$ cat src/rtl/multi_channel_timer.sv
// Multi-channel programmable timer: one shared prescaler feeding N up-counting
// channels, each with reload compare, one-shot mode, match flag and irq enable.
module multi_channel_timer #(
   parameter int unsigned              CHANNELS      = 4,
   parameter int unsigned              COUNTER_WIDTH = 16,
   parameter int unsigned              DIVIDER_WIDTH = 15,
   parameter logic [DIVIDER_WIDTH-1:0] INTERVAL      = 15'd24000,
   localparam int unsigned             AW            = $clog2(CHANNELS) + 2
) (
   input  logic          clk,
   input  logic          reset,
   input  logic [AW-1:0] addr,
   input  logic [7:0]    data_in,
   input  logic          wr,
   input  logic          rd,
   output logic [7:0]    data_out,
   output logic          irq,
   output logic          tick
);

   logic [DIVIDER_WIDTH-1:0] div_q, div_d;
   logic [COUNTER_WIDTH-1:0] cnt_q [CHANNELS];
   logic [COUNTER_WIDTH-1:0] cnt_d [CHANNELS];
   logic [COUNTER_WIDTH-1:0] rld_q [CHANNELS];
   logic [COUNTER_WIDTH-1:0] rld_d [CHANNELS];
   logic [7:0]               hi_q  [CHANNELS];
   logic [7:0]               hi_d  [CHANNELS];
   logic [CHANNELS-1:0]      en_q, en_d;
   logic [CHANNELS-1:0]      os_q, os_d;
   logic [CHANNELS-1:0]      ie_q, ie_d;
   logic [CHANNELS-1:0]      flag_q, flag_d;
   logic [7:0]               dout_q, dout_d;
   logic [AW-1:0]            ch_addr;
   logic [1:0]               rsel;
   logic                     tick_w;

   // Counters narrower than 16 bits are viewed zero-extended on the byte bus.
   function automatic logic [7:0] byte_of(input logic [COUNTER_WIDTH-1:0] v, input logic hi);
      logic [15:0] t;
      t = 16'(v);
      return hi ? t[15:8] : t[7:0];
   endfunction

   function automatic logic [COUNTER_WIDTH-1:0] put_byte(input logic [COUNTER_WIDTH-1:0] v,
                                                         input logic hi, input logic [7:0] b);
      logic [15:0] t;
      t = 16'(v);
      if (hi) t[15:8] = b;
      else    t[7:0]  = b;
      return t[COUNTER_WIDTH-1:0];
   endfunction

   assign ch_addr  = addr >> 2;
   assign rsel     = addr[1:0];
   assign tick_w   = (div_q == INTERVAL);
   assign tick     = tick_w & ~reset;
   assign irq      = |(flag_q & ie_q);
   assign data_out = dout_q;

   always_comb begin
      div_d  = tick_w ? '0 : div_q + 1'b1;
      cnt_d  = cnt_q;
      rld_d  = rld_q;
      hi_d   = hi_q;
      en_d   = en_q;
      os_d   = os_q;
      ie_d   = ie_q;
      flag_d = flag_q;
      dout_d = dout_q;
      if (rd) dout_d = '0;

      for (int unsigned c = 0; c < CHANNELS; c++) begin
         if (wr && ch_addr == AW'(c) && rsel == 2'd3 && data_in[0]) flag_d[c] = 1'b0;
         if (wr && ch_addr == AW'(c) && rsel == 2'd1) rld_d[c] = put_byte(rld_q[c], 1'b0, data_in);
         if (wr && ch_addr == AW'(c) && rsel == 2'd2) rld_d[c] = put_byte(rld_q[c], 1'b1, data_in);

         // Match sets the flag after any status clear above, so set wins;
         // a ctrl write on the same clk suppresses the count step entirely.
         if (tick_w && en_q[c] && !(wr && ch_addr == AW'(c) && rsel == 2'd0)) begin
            if (cnt_q[c] == rld_q[c]) begin
               cnt_d[c]  = '0;
               flag_d[c] = 1'b1;
               if (os_q[c]) en_d[c] = 1'b0;
            end else begin
               cnt_d[c] = cnt_q[c] + 1'b1;
            end
         end

         if (wr && ch_addr == AW'(c) && rsel == 2'd0) begin
            en_d[c] = data_in[0];
            os_d[c] = data_in[1];
            ie_d[c] = data_in[2];
            if (data_in[0] && !en_q[c]) cnt_d[c] = '0;
         end

         if (rd && ch_addr == AW'(c)) begin
            case (rsel)
               2'd0: dout_d = {5'b0, ie_q[c], os_q[c], en_q[c]};
               2'd1: begin
                  dout_d  = byte_of(cnt_q[c], 1'b0);
                  hi_d[c] = byte_of(cnt_q[c], 1'b1);
               end
               2'd2: dout_d = hi_q[c];
               default: dout_d = {7'b0, flag_q[c]};
            endcase
         end
      end
   end

   always_ff @(posedge clk) begin
      if (reset) begin
         div_q  <= '0;
         en_q   <= '0;
         os_q   <= '0;
         ie_q   <= '0;
         flag_q <= '0;
         dout_q <= '0;
         for (int unsigned c = 0; c < CHANNELS; c++) begin
            cnt_q[c] <= '0;
            rld_q[c] <= '0;
            hi_q[c]  <= '0;
         end
      end else begin
         div_q  <= div_d;
         cnt_q  <= cnt_d;
         rld_q  <= rld_d;
         hi_q   <= hi_d;
         en_q   <= en_d;
         os_q   <= os_d;
         ie_q   <= ie_d;
         flag_q <= flag_d;
         dout_q <= dout_d;
      end
   end

endmodule

$ cat config.mk
export PLATFORM = sky130hd
export DESIGN_NAME = multi_channel_timer
export DESIGN_NICKNAME = d
export VERILOG_FILES = /design/src/rtl/multi_channel_timer.sv
export SDC_FILE = /design/constraint.sdc
export NUM_CORES = 1
export LEC_CHECK = 0
export CAP_MARGIN = 40
export CORE_MARGIN = 2
export CORE_UTILIZATION = 32
export CTS_CLUSTER_SIZE = 12
export DETAILED_ROUTE_END_ITERATION = 8
export PLACE_DENSITY = 0.48
export SYNTH_ARGS = -nofsm -noshare
export SYNTH_HDL_FRONTEND = slang
export SYNTH_SLANG_ARGS = --single-unit
$ cat constraint.sdc
create_clock -name clk -period 2.55 [get_ports clk]
set_input_delay 0.51 -clock clk [delete_from_list [all_inputs] [get_ports clk]]
set_output_delay 0.51 -clock clk [all_outputs]
set_load 0.01 [all_outputs]
After elaboration in Yosys (flattened, before gate mapping)
Index checks and enable logic that the tools add are counted.
{"block": "classes", "addsub": 5, "eq_ne": 11, "mux": 61, "bitwise_logic": 7, "n_reduce_logical": 77}
{"op": "two-way mux 16 bit", "count": 20}
{"op": "one-hot mux 8 bit (3 select lines)", "count": 4}
{"op": "two-way mux 8 bit", "count": 9}
{"op": "adder 16 x 1 -> 16 bit (second input constant)", "count": 4}
{"op": "== test 16 bit", "count": 4}
{"op": "logical AND 1 bit", "count": 40}
{"op": "two-way mux 1 bit", "count": 28}
{"op": "nonzero test 2 bit", "count": 12}
{"op": "AND reduction 2 bit", "count": 8}
{"op": "adder 15 x 1 -> 15 bit (second input constant)", "count": 1}
{"op": "== test 15 bit (second input constant)", "count": 1}
{"op": "AND reduction 3 bit", "count": 4}
{"op": "== test 2 bit (second input constant)", "count": 4}
{"op": "zero test 1 bit", "count": 8}
{"op": "NOT 1 bit", "count": 5}
{"op": "nonzero test 5 bit", "count": 1}
{"op": "AND 4 bit", "count": 1}
{"op": "== test 2 x 1 -> 1 bit (second input constant)", "count": 2}
{"op": "zero test 4 bit", "count": 1}
{"op": "OR reduction 4 bit", "count": 1}
{"op": "zero test 2 bit", "count": 1}
{"op": "OR reduction 2 bit", "count": 1}
{"op": "AND 1 bit", "count": 1}
{"block": "totals", "regBits": 199, "inputBits": 16, "output_inout_bits": 10, "elab_cells": 192}

Logic depth before layout (Yosys ltp)
Gate-level depths: netlist (run 1).
{"block": "logic_depth", "word_depth": 8, "ltp_mapped": 9, "mapped_depth_nobuf": 7}

Worst setup path before layout (run 1)
Ideal clock, no wire load.
{"block": "synth_path", "path_kind": "in2reg", "startpoint": "in addr[2]", "endpoint": "reg cnt_q[19] (netlist name)", "setup_time_ns": 0.064, "t_arrival_ns": 2.145, "required_time_ns": 2.486, "slack_ns": 0.341, "path_stages": 8, "path_buffers": 3, "path_cell_list": "buf_2 > or3_1 > buf_2 > o21ai_2 > nor2_1 > a221o_1 > buf_2 > nor2_1"}
{"block": "synth_between", "elab_chain_len": 8}
{"item": "from (decl)", "line_no": "12", "source": "input logic [AW-1:0] addr,"}
{"item": "== test 2 bit (*)", "line_no": "79, 89"}
{"item": "logical AND 1 bit (*) (2 in a row)", "line_no": "79, 89"}
{"item": "zero test 1 bit", "line_no": "79", "source": "if (tick_w && en_q[c] && !(wr && ch_addr == AW'(c) && rsel == 2'd0)) begin"}
{"item": "logical AND 1 bit", "line_no": "79"}
{"item": "two-way mux 16 bit", "line_no": "79"}
{"item": "two-way mux 16 bit", "line_no": "93", "source": "if (data_in[0] && !en_q[c]) cnt_d[c] = '0;"}
{"item": "two-way mux 16 bit (*)", "line_no": "89", "source": "if (wr && ch_addr == AW'(c) && rsel == 2'd0) begin"}
{"item": "to (signal assigned)", "line_no": "125", "source": "cnt_q <= cnt_d;"}
{"item": "to (decl)", "line_no": "22", "source": "logic [COUNTER_WIDTH-1:0] cnt_q [CHANNELS];"}
Mark *: on every way between the ends. The rest lies on a longest branch, timed or not.
A chain may end at the register's enable or synchronous reset.

Worst setup path in the final report (run 1)
{"block": "layout_path", "startpoint": "reg div_q[1]", "endpoint": "out tick"}
{"block": "layout_between", "elab_chain_len": 2}
{"item": "from (decl)", "line_no": "21", "source": "logic [DIVIDER_WIDTH-1:0] div_q, div_d;"}
{"item": "from (signal assigned)", "line_no": "124", "source": "div_q <= div_d;"}
{"item": "== test 15 bit", "line_no": "55", "source": "assign tick_w = (div_q == INTERVAL);"}
{"item": "AND 1 bit", "line_no": "56", "source": "assign tick = tick_w & ~reset;"}
{"item": "to (decl)", "line_no": "18", "source": "output logic tick"}
Every way passes these cells.

==> results of run 1 <==
-- metrics by stage --
stage | cells | util (%)
after floorplan | 1089 | -
after global placement | 1513 | 37.0
after detailed placement | 1513 | 37.0
after CTS | 1544 | 38.9
after global routing | 1544 | 38.9
final | 1544 | 38.9
-- final timing paths --
path                                  start          end  slack, ns  cells after the start
worst max register to register     div_q[1]    cnt_q[61]       0.26                      7
worst min register to register  data_out[2]  data_out[2]       0.47                      2
worst max-delay path               div_q[1]         tick       0.24                      6
worst min-delay path            data_out[2]  data_out[2]       0.47                      2
-- power breakdown --
group / internal, mW / switching, mW
Combinational: 0.173 / 0.254
Clock: 1.27 / 1.30
Sequential: 3.13 / 0.0197
Total: 4.57 / 1.58
-- cell families (layout without fill, tap and decap cells) --
| family | after synthesis | in the layout |
|---|---|---|
| AO/OA/AOI/OAI | 157 | 157 |
| XOR/XNOR | 130 | 130 |
| adder cells (fa/ha/maj) | 6 | 6 |
| buffers and inverters | 85 | 156 |
| flip-flops | 199 | 199 |
| multiplexers | 93 | 93 |
| AND/OR/NAND/NOR | 419 | 419 |
-- cell type report --
cell class / count / area, µm² / share of cell area [%]
Clock buffer: 17 / 425 / 3.79
Clock inverter: 14 / 114 / 1.02
Inverter: 16 / 60.1 / 0.535
Multi-Input combinational cell: 805 / 5150 / 46.0
Sequential cell: 199 / 3980 / 35.5
Tap cell: 384 / 480 / 4.28
Timing Repair Buffer: 109 / 998 / 8.90
-- sequential cells by signal, indices dropped and copies added (netlist names) --
name      flops
os_q          4
en_q          4
rld_q        64
cnt_q        64
hi_q         32
ie_q          4
div_q        15
flag_q        4
data_out      8
-- worst min-delay path, delay by kind of cell (launching register included) --
kind | cells | cell delay, ns
AOI/OAI and AO/OA | 1 | 0.05
DFF | 1 | 0.34
and+or+nand+nor | 1 | 0.05
-- repair_timing --
item                       CTS  global route
gates cloned                 0             0
gates resized for setup      3             2
setup endpoints to repair    1             1
pin swaps                    0             0
-- cell usage in the layout, fill, tap and decap left out, types with 6 or more instances in the layout --
cell and count:
nand4_1 29, a21oi_1 65, nand2_1 71, nand3_1 31
nor3_1 31, and4_1 12, and3_1 12, clkdlybuf4s50_1 23
nor2_1 181, or3_1 10, xnor2_1 117, clkbuf_16 17
buf_12 10, xor2_1 13, nor4_1 13, inv_1 16
o21ai_0 49, a22oi_1 7, mux2i_1 86, buf_4 75
ha_1 6, dfxtp_1 199
-- routing by layer --
layer	up-vias	routed length [µm]
met4	0	358
met5	-	0
met2	163	12500
met1	3724	14300
met3	29	1030
li1	3879	-
==> impl_metrics.toml, run 1 <==
[run_status]
status = "finished, final reports clean"

[logic_synthesis]
yosysSeqAreaShare_pct = 42.2
synth_area_leaders = "dfxtp_1 42%, xnor2_1 11%, mux2i_1 9.1%"
synthFlopType = "dfxtp_1"
synth.largest_area_cell = "dfxtp_1"
synth-edff-count = 0
synthCells = 1089
async_flop_share_pct = 0
synth-seq-cells = 199
yosys.area_share.xor_xnor_pct = 12.0
synth_fp_nets = 1111
syn_area_um2 = 9450
synth_warnings = 0
synth_common_cells = "199 x dfxtp_1, 182 x nor2_1, 117 x xnor2_1, 86 x mux2i_1, 71 x nand2_1"
synth_cell_type_count = 52
synth_top_family_by_area = "simple AND/OR/NAND/NOR gates"
synth_fa_ha_area_share_pct = 0.794
synth_mux_area_share_pct = 10.5
syn_area_per_cell_um2 = 8.68
synth_top_area_share_pct = 42.2
synthSimpleGateAreaFrac_pct = 21.2
yosysMostFrequentCell = "dfxtp_1"
synth_compound_area_share_pct = 9.77

[pwr]
leakage_nw = 3.89
ir_worst_vdd_v = 0.000428
power_density_nw_per_um2 = 548
p_total_mw = 6.15

[timing]
worst_slew_pin_slew_ns = 0.754
finalHoldViolCount = 0
slew_viol_final = 0
layout_setup_ws_ns = 0.244
fin_tns_setup_ns = 0
period_share_pct = 90.4
fmax_mhz = 434
maxSlewHeadroom_pct = 49.5
setup_viol = 0
skew_ns = 0.0134
fin_crit_ns = 2.31
rsz0062_at_grt = "false"
hold_slack_ns = 0.474

[grt]
met3_usage_pct = 2.71
grt_max_degree = 128
grt_overflow_total = 0
top_usage_layer = "met2"
met2_usage_pct = 28.7
grt_use_met1_pct = 27.2
antenna_found_initial = 0
grt_use_total_pct = 18.6
grt_pass1_wl_um = 44200
grt_pass1_vias = 7392

[detailed_routing]
postRouteAntennaNets = 0
wire_per_inst_um = 18.2
drtIter0Drc = 654
via_per_inst = 5.05
drc = 0
drt_pass1_iterations = 5
vias = 7795
drt-total-wl_um = 28200

[place]
io_buffers = 25
gp_congestion = 0.843
place_ws_ns = -0.0640
postPlaceCellArea_um2 = 10700
hpwl_um = 19900

[cts]
cts_sinks = 199
cts_setup_buffers = 0
htreeDepth = 4
clock_path_buffers = 2
postCtsHoldBufs = 0
cts_tree = "done"
clkTransAtPathRegs_ns = 0.08
cts_buffers = 17
clockRootBuffer = "clkbuf_16"
clock_latency_ns = 0.44

[worst_setup_path]
cp_top_family = "simple AND/OR/NAND/NOR gates"
max_stage_delay_ns = 0.34
arrival_ns = 1.80
crit_required_ns = 2.04
path_buf_inv = 2
crit_type = "flip-flop to output pin"
crit_path_start_kind = "flip-flop"
path_max_fanout = 4
crit_chain = "inv_1 > ha_1 > nor4b_4 > nand4_4 > nor2_2 > clkbuf_2"
endpoint_kind = "output pin"
crit_path_top_delay_cell = "dfxtp_1"

[floorplanning]
start_util_pct = 32.7
die_area_um2 = 30900
core_um2 = 28900
fp.dieH_um = 176
fp.dieW_um = 176
placementRows = 62
io-pin-count = 26

[hold_path]
holdCritPathClass = "flip-flop to flip-flop"

[cells_and_area]
drive_gt1_share_pct = 12.2
num-fill-cells = 2978
synthToLayoutAreaGrowth_pct = 18.7
diodes = 0
fin_area_um2 = 11200
fin_nets = 1170

[run]
maxCapViolCount = 0
(Power assumes the default switching activity.)
==> run 2, diff against run 1 <==
==> constraint.sdc (replaced) <==
create_clock -name clk -period 2.62 [get_ports clk]
set_input_delay 0.524 -clock clk [delete_from_list [all_inputs] [get_ports clk]]
set_output_delay 0.524 -clock clk [all_outputs]
set_load 0.01 [all_outputs]
==> impl_metrics.toml, run 2 (synthesis gave the netlist of run 1 again) <==
[run_status]
status = "finished, final reports clean"

[timing]
slew_viol_final = 0
maxSlewHeadroom_pct = 52.1
period_share_pct = 94.5
skew_ns = 0.0116
fmax_mhz = 404
finalHoldViolCount = 0
worst_slew_pin_slew_ns = 0.716
fin_crit_ns = 2.48
setup_viol = 0
rsz0062_at_grt = "false"

[detailed_routing]
wire_per_inst_um = 18.1
via_per_inst = 5.12
vias = 7897
drtIter0Drc = 775
postRouteAntennaNets = 0
drt-total-wl_um = 28000
drt_pass1_iterations = 5
drc = 0

[pwr]
p_total_mw = 6.07
ir_worst_vdd_v = 0.000428
leakage_nw = 3.87
power_density_nw_per_um2 = 544

[cells_and_area]
final_cell_mix = "199 x dfxtp_1, 181 x nor2_1, 117 x xnor2_1, 86 x mux2i_1, 77 x buf_4"
fin_nets = 1167
diodes = 0
final_cells = 1541
final_util_pct = 38.7
fin_area_um2 = 11200
synthToLayoutAreaGrowth_pct = 18.1
drive_gt1_share_pct = 11.8
reg_top3 = "cnt_q (64), rld_q (64), hi_q (32)"
final_common_cell = "dfxtp_1"

[cts]
clkTransAtPathRegs_ns = 0.08
cts_sinks = 199
clockRootBuffer = "clkbuf_16"
htreeDepth = 4
postCtsHoldBufs = 0
cts_tree = "done"
clock_path_buffers = 2
cts_buffers = 17
clock_latency_ns = 0.44

[grt]
grt_use_total_pct = 18.6
grt_max_degree = 128
grt_pass1_vias = 7349
grt_pass1_wl_um = 44200
antenna_found_initial = 0
grt_overflow_total = 0

[place]
placedCellCount = 1510
gp_congestion = 0.859
io_buffers = 25
hpwl_um = 19800
postPlaceCellArea_um2 = 10600

[worst_setup_path]
arrival_ns = 1.95
rr_worst_depth = 7
crit_chain = "inv_1 > ha_1 > nor4b_4 > nand4_4 > nor2_2 > dlygate4sd2_1"
crit_required_ns = 2.10
crit_type = "flip-flop to output pin"
cp_top_family = "simple AND/OR/NAND/NOR gates"
crit_path_top_delay_cell = "dfxtp_1"
path_buf_inv = 2
path_max_fanout = 4
endpoint_kind = "output pin"
max_stage_delay_ns = 0.34
cp.depth = 6
crit_path_start_kind = "flip-flop"

[floorplanning]
die_area_um2 = 30900
fp.dieH_um = 176
core_um2 = 28900
start_util_pct = 32.7
placementRows = 62
fp.dieW_um = 176
io-pin-count = 26

[hold_path]
holdCritPathClass = "flip-flop to flip-flop"
hold_depth = 2

[run]
maxCapViolCount = 0
run 2: cell count changes in the layout (fill, tap and decap cells not counted), sizes merged:
cell / previous run / this run
bufinv: 0 / 1
clkbuf: 18 / 17
clkinvlp: 4 / 3
buf: 85 / 82
dlygate4sd2: 0 / 1
run 2: metrics by stage:
step	setup TNS [ns]	hold slack (ns)	setup slack [ns]
after floorplan	0	0.437	0.397
after CTS	0	0.486	0.0974
after global routing	0	0.515	0.00395
final	0	0.487	0.144
after detailed placement	0	0.470	0.00145
after global placement	-0.00316	0.463	-0.00316
run 2: cell type report:
type / count / area (µm²)
multi-input cells: 805 / 5150
clock buffers: 17 / 425
inverters: 16 / 60.1
clock inverters: 14 / 140
well taps: 384 / 480
fillers: 3012 / 17700
repair buffers: 106 / 917
flip-flops and latches: 199 / 3980
run 2: what timing repair did:
item                                    CTS  global route
resized for setup                         3             0
setup buffers                             0             0
endpoints found under the setup margin    1             0
run 2: worst paths after layout:
kind / from / to / slack [ns]
hold / removal: data_out[2] / data_out[2] / 0.49
setup / recovery: div_q[1] / tick / 0.14
setup reg to reg: div_q[1] / cnt_q[61] / 0.32
hold reg to reg: data_out[2] / data_out[2] / 0.49
run 2: power by group:
| group | switching, mW | leakage [nW] | internal (mW) |
|---|---|---|---|
| Sequential | 0.0189 | 1.61 | 3.05 |
| Clock | 1.27 | 0.272 | 1.33 |
| Combinational | 0.240 | 2.00 | 0.155 |
run 2: worst min-delay path, stage by stage, from the launching register on:
cell and delay (ns):
dfxtp_1 0.34, nand2_1 0.06, o21ai_0 0.06
run 2: per-layer routing:
metal | vias to the layer above | track usage (%) | share of wire [%] | routed length, µm
li1 | 3894 | - | - | -
met1 | 3772 | 28.0 | 51 | 14200
met2 | 200 | 27.3 | 43 | 11900
met3 | 31 | 2.66 | 4.8 | 1340
met4 | 0 | 5.44 | 1.8 | 495
met5 | - | 0 | 0 | 0
==> run 3, diff against run 2 <==
--- a/config.mk
+++ b/config.mk
@@ -7,10 +7,10 @@
 export LEC_CHECK = 0
 export CAP_MARGIN = 40
 export CORE_MARGIN = 2
-export CORE_UTILIZATION = 32
+export CORE_UTILIZATION = 57
 export CTS_CLUSTER_SIZE = 12
 export DETAILED_ROUTE_END_ITERATION = 8
-export PLACE_DENSITY = 0.48
+export PLACE_DENSITY = 0.76
 export SYNTH_ARGS = -nofsm -noshare
 export SYNTH_HDL_FRONTEND = slang
 export SYNTH_SLANG_ARGS = --single-unit
==> impl_metrics.toml, run 3 (synthesis gave the netlist of run 1 again) <==
[cells_and_area]
final_cell_mix = "199 x dfxtp_1, 181 x nor2_1, 117 x xnor2_1, 86 x mux2i_1, 71 x nand2_1"
fin_nets = 1147
final_cells = 1355
drive_gt1_share_pct = 9.87
num-fill-cells = 1348
multi_input_area_um2 = 5150
diodes = 0
final_common_cell = "dfxtp_1"
reg_top3 = "cnt_q (64), rld_q (64), hi_q (32)"
regArea_um2 = 3980
synthToLayoutAreaGrowth_pct = 13.5

[pwr]
leakage_nw = 3.75
power_density_nw_per_um2 = 543
ir_worst_vdd_v = 0.000482

[detailed_routing]
via_per_inst = 5.91
drt-total-wl_um = 25000
drc = 0
drt_pass1_iterations = 5
wire_per_inst_um = 18.5
postRouteAntennaNets = 0
drtIter0Drc = 769
vias = 8005

[cts]
postCtsHoldBufs = 0
clock_path_buffers = 2
clockRootBuffer = "clkbuf_16"
clkTransAtPathRegs_ns = 0.07
cts_tree = "done"
cts_sinks = 199
cts_buffers = 17
clock_latency_ns = 0.45
htreeDepth = 4

[timing]
worst_slew_pin_slew_ns = 0.771
maxSlewHeadroom_pct = 48.4
rsz0062_at_grt = "false"
fin_tns_setup_ns = 0
setup_viol = 0
finalHoldViolCount = 0
layout_setup_ws_ns = 0.181
slew_viol_final = 0
period_share_pct = 93.1
fin_crit_ns = 2.44
fmax_mhz = 410
skew_ns = 0.0142

[floorplanning]
die_area_um2 = 17600
core_um2 = 16400
fp.dieW_um = 133
fp.dieH_um = 133
start_util_pct = 57.6
placementRows = 47
io-pin-count = 26

[run]
maxCapViolCount = 0

[worst_setup_path]
crit_required_ns = 2.10
path_max_fanout = 5
endpoint_kind = "output pin"
arrival_ns = 1.92
crit_type = "flip-flop to output pin"
crit_path_start_kind = "flip-flop"

[grt]
grt_pass1_wl_um = 40700
grt_max_degree = 128
grt_use_total_pct = 29.3
grt_overflow_total = 0
grt_pass1_vias = 7563
antenna_found_initial = 0

[place]
gp_congestion = 0.967
placedCellCount = 1326
place_ws_ns = 0.0404
io_buffers = 25
hpwl_um = 17500

[hold_path]
holdCritPathClass = "flip-flop to flip-flop"

[run_status]
status = "finished, final reports clean"
[run 3: worst paths after layout]
path / start / endpoint / slack, ns / cells past startpoint
worst max-delay path: div_q[0] / tick / 0.18 / 6
worst min register to register: ie_q[0] / ie_q[0] / 0.49 / 2
worst max register to register: div_q[0] / cnt_q[61] / 0.29 / 7
worst min-delay path: ie_q[0] / ie_q[0] / 0.49 / 2
[run 3: repair_timing]
| action | 4_1_cts | 5_1_grt |
|---|---|---|
| setup endpoints to repair | 1 | 1 |
| gates resized for setup | 2 | 1 |
| buffers inserted | 0 | 0 |
| gates cloned | 0 | 0 |
| pin swaps | 0 | 1 |
[run 3: layout make-up]
class,instances,share of cell area [%]
timing repair buffer,86,6.80
inverter,16,0.560
tap,220,2.57
sequential,199,37.2
multi-input combinational,805,48.0
clock buffer,20,4.17
clock inverter,9,0.700
[run 3: power breakdown]
group | switching (mW) | internal, mW
registers | 0.0196 | 3.05
clock network | 1.16 | 1.24
logic | 0.226 | 0.140
total | 1.40 | 4.42
[run 3: stage by stage]
step / hold slack (ns) / cell area [µm²] / util [%] / power (mW)
floorplan: 0.437 / 9450 / - / 3.35
global placement: 0.447 / 10200 / 62.1 / 3.49
detailed placement: 0.475 / 10200 / 62.1 / 3.49
CTS: 0.484 / 10700 / 65.3 / 5.84
global route: 0.500 / 10700 / 65.3 / 6.02
finish: 0.485 / 10700 / 65.3 / 5.83
[run 3: worst max-delay path, stage by stage, from the launching register on]
cell and delay (ns):
dfxtp_1 0.35, inv_1 0.07, ha_1 0.14, nor4b_4 0.25, nand4_4 0.20, nor2_2 0.15, dlygate4sd2_1 0.31
[run 3: routing by layer]
layer | up-vias | GRT usage, % | wire length, µm
li1 | 3844 | - | -
met1 | 3825 | 41.1 | 11300
met2 | 303 | 45.6 | 11500
met3 | 33 | 6.55 | 1830
met4 | 0 | 8.06 | 374
met5 | - | 0 | 0
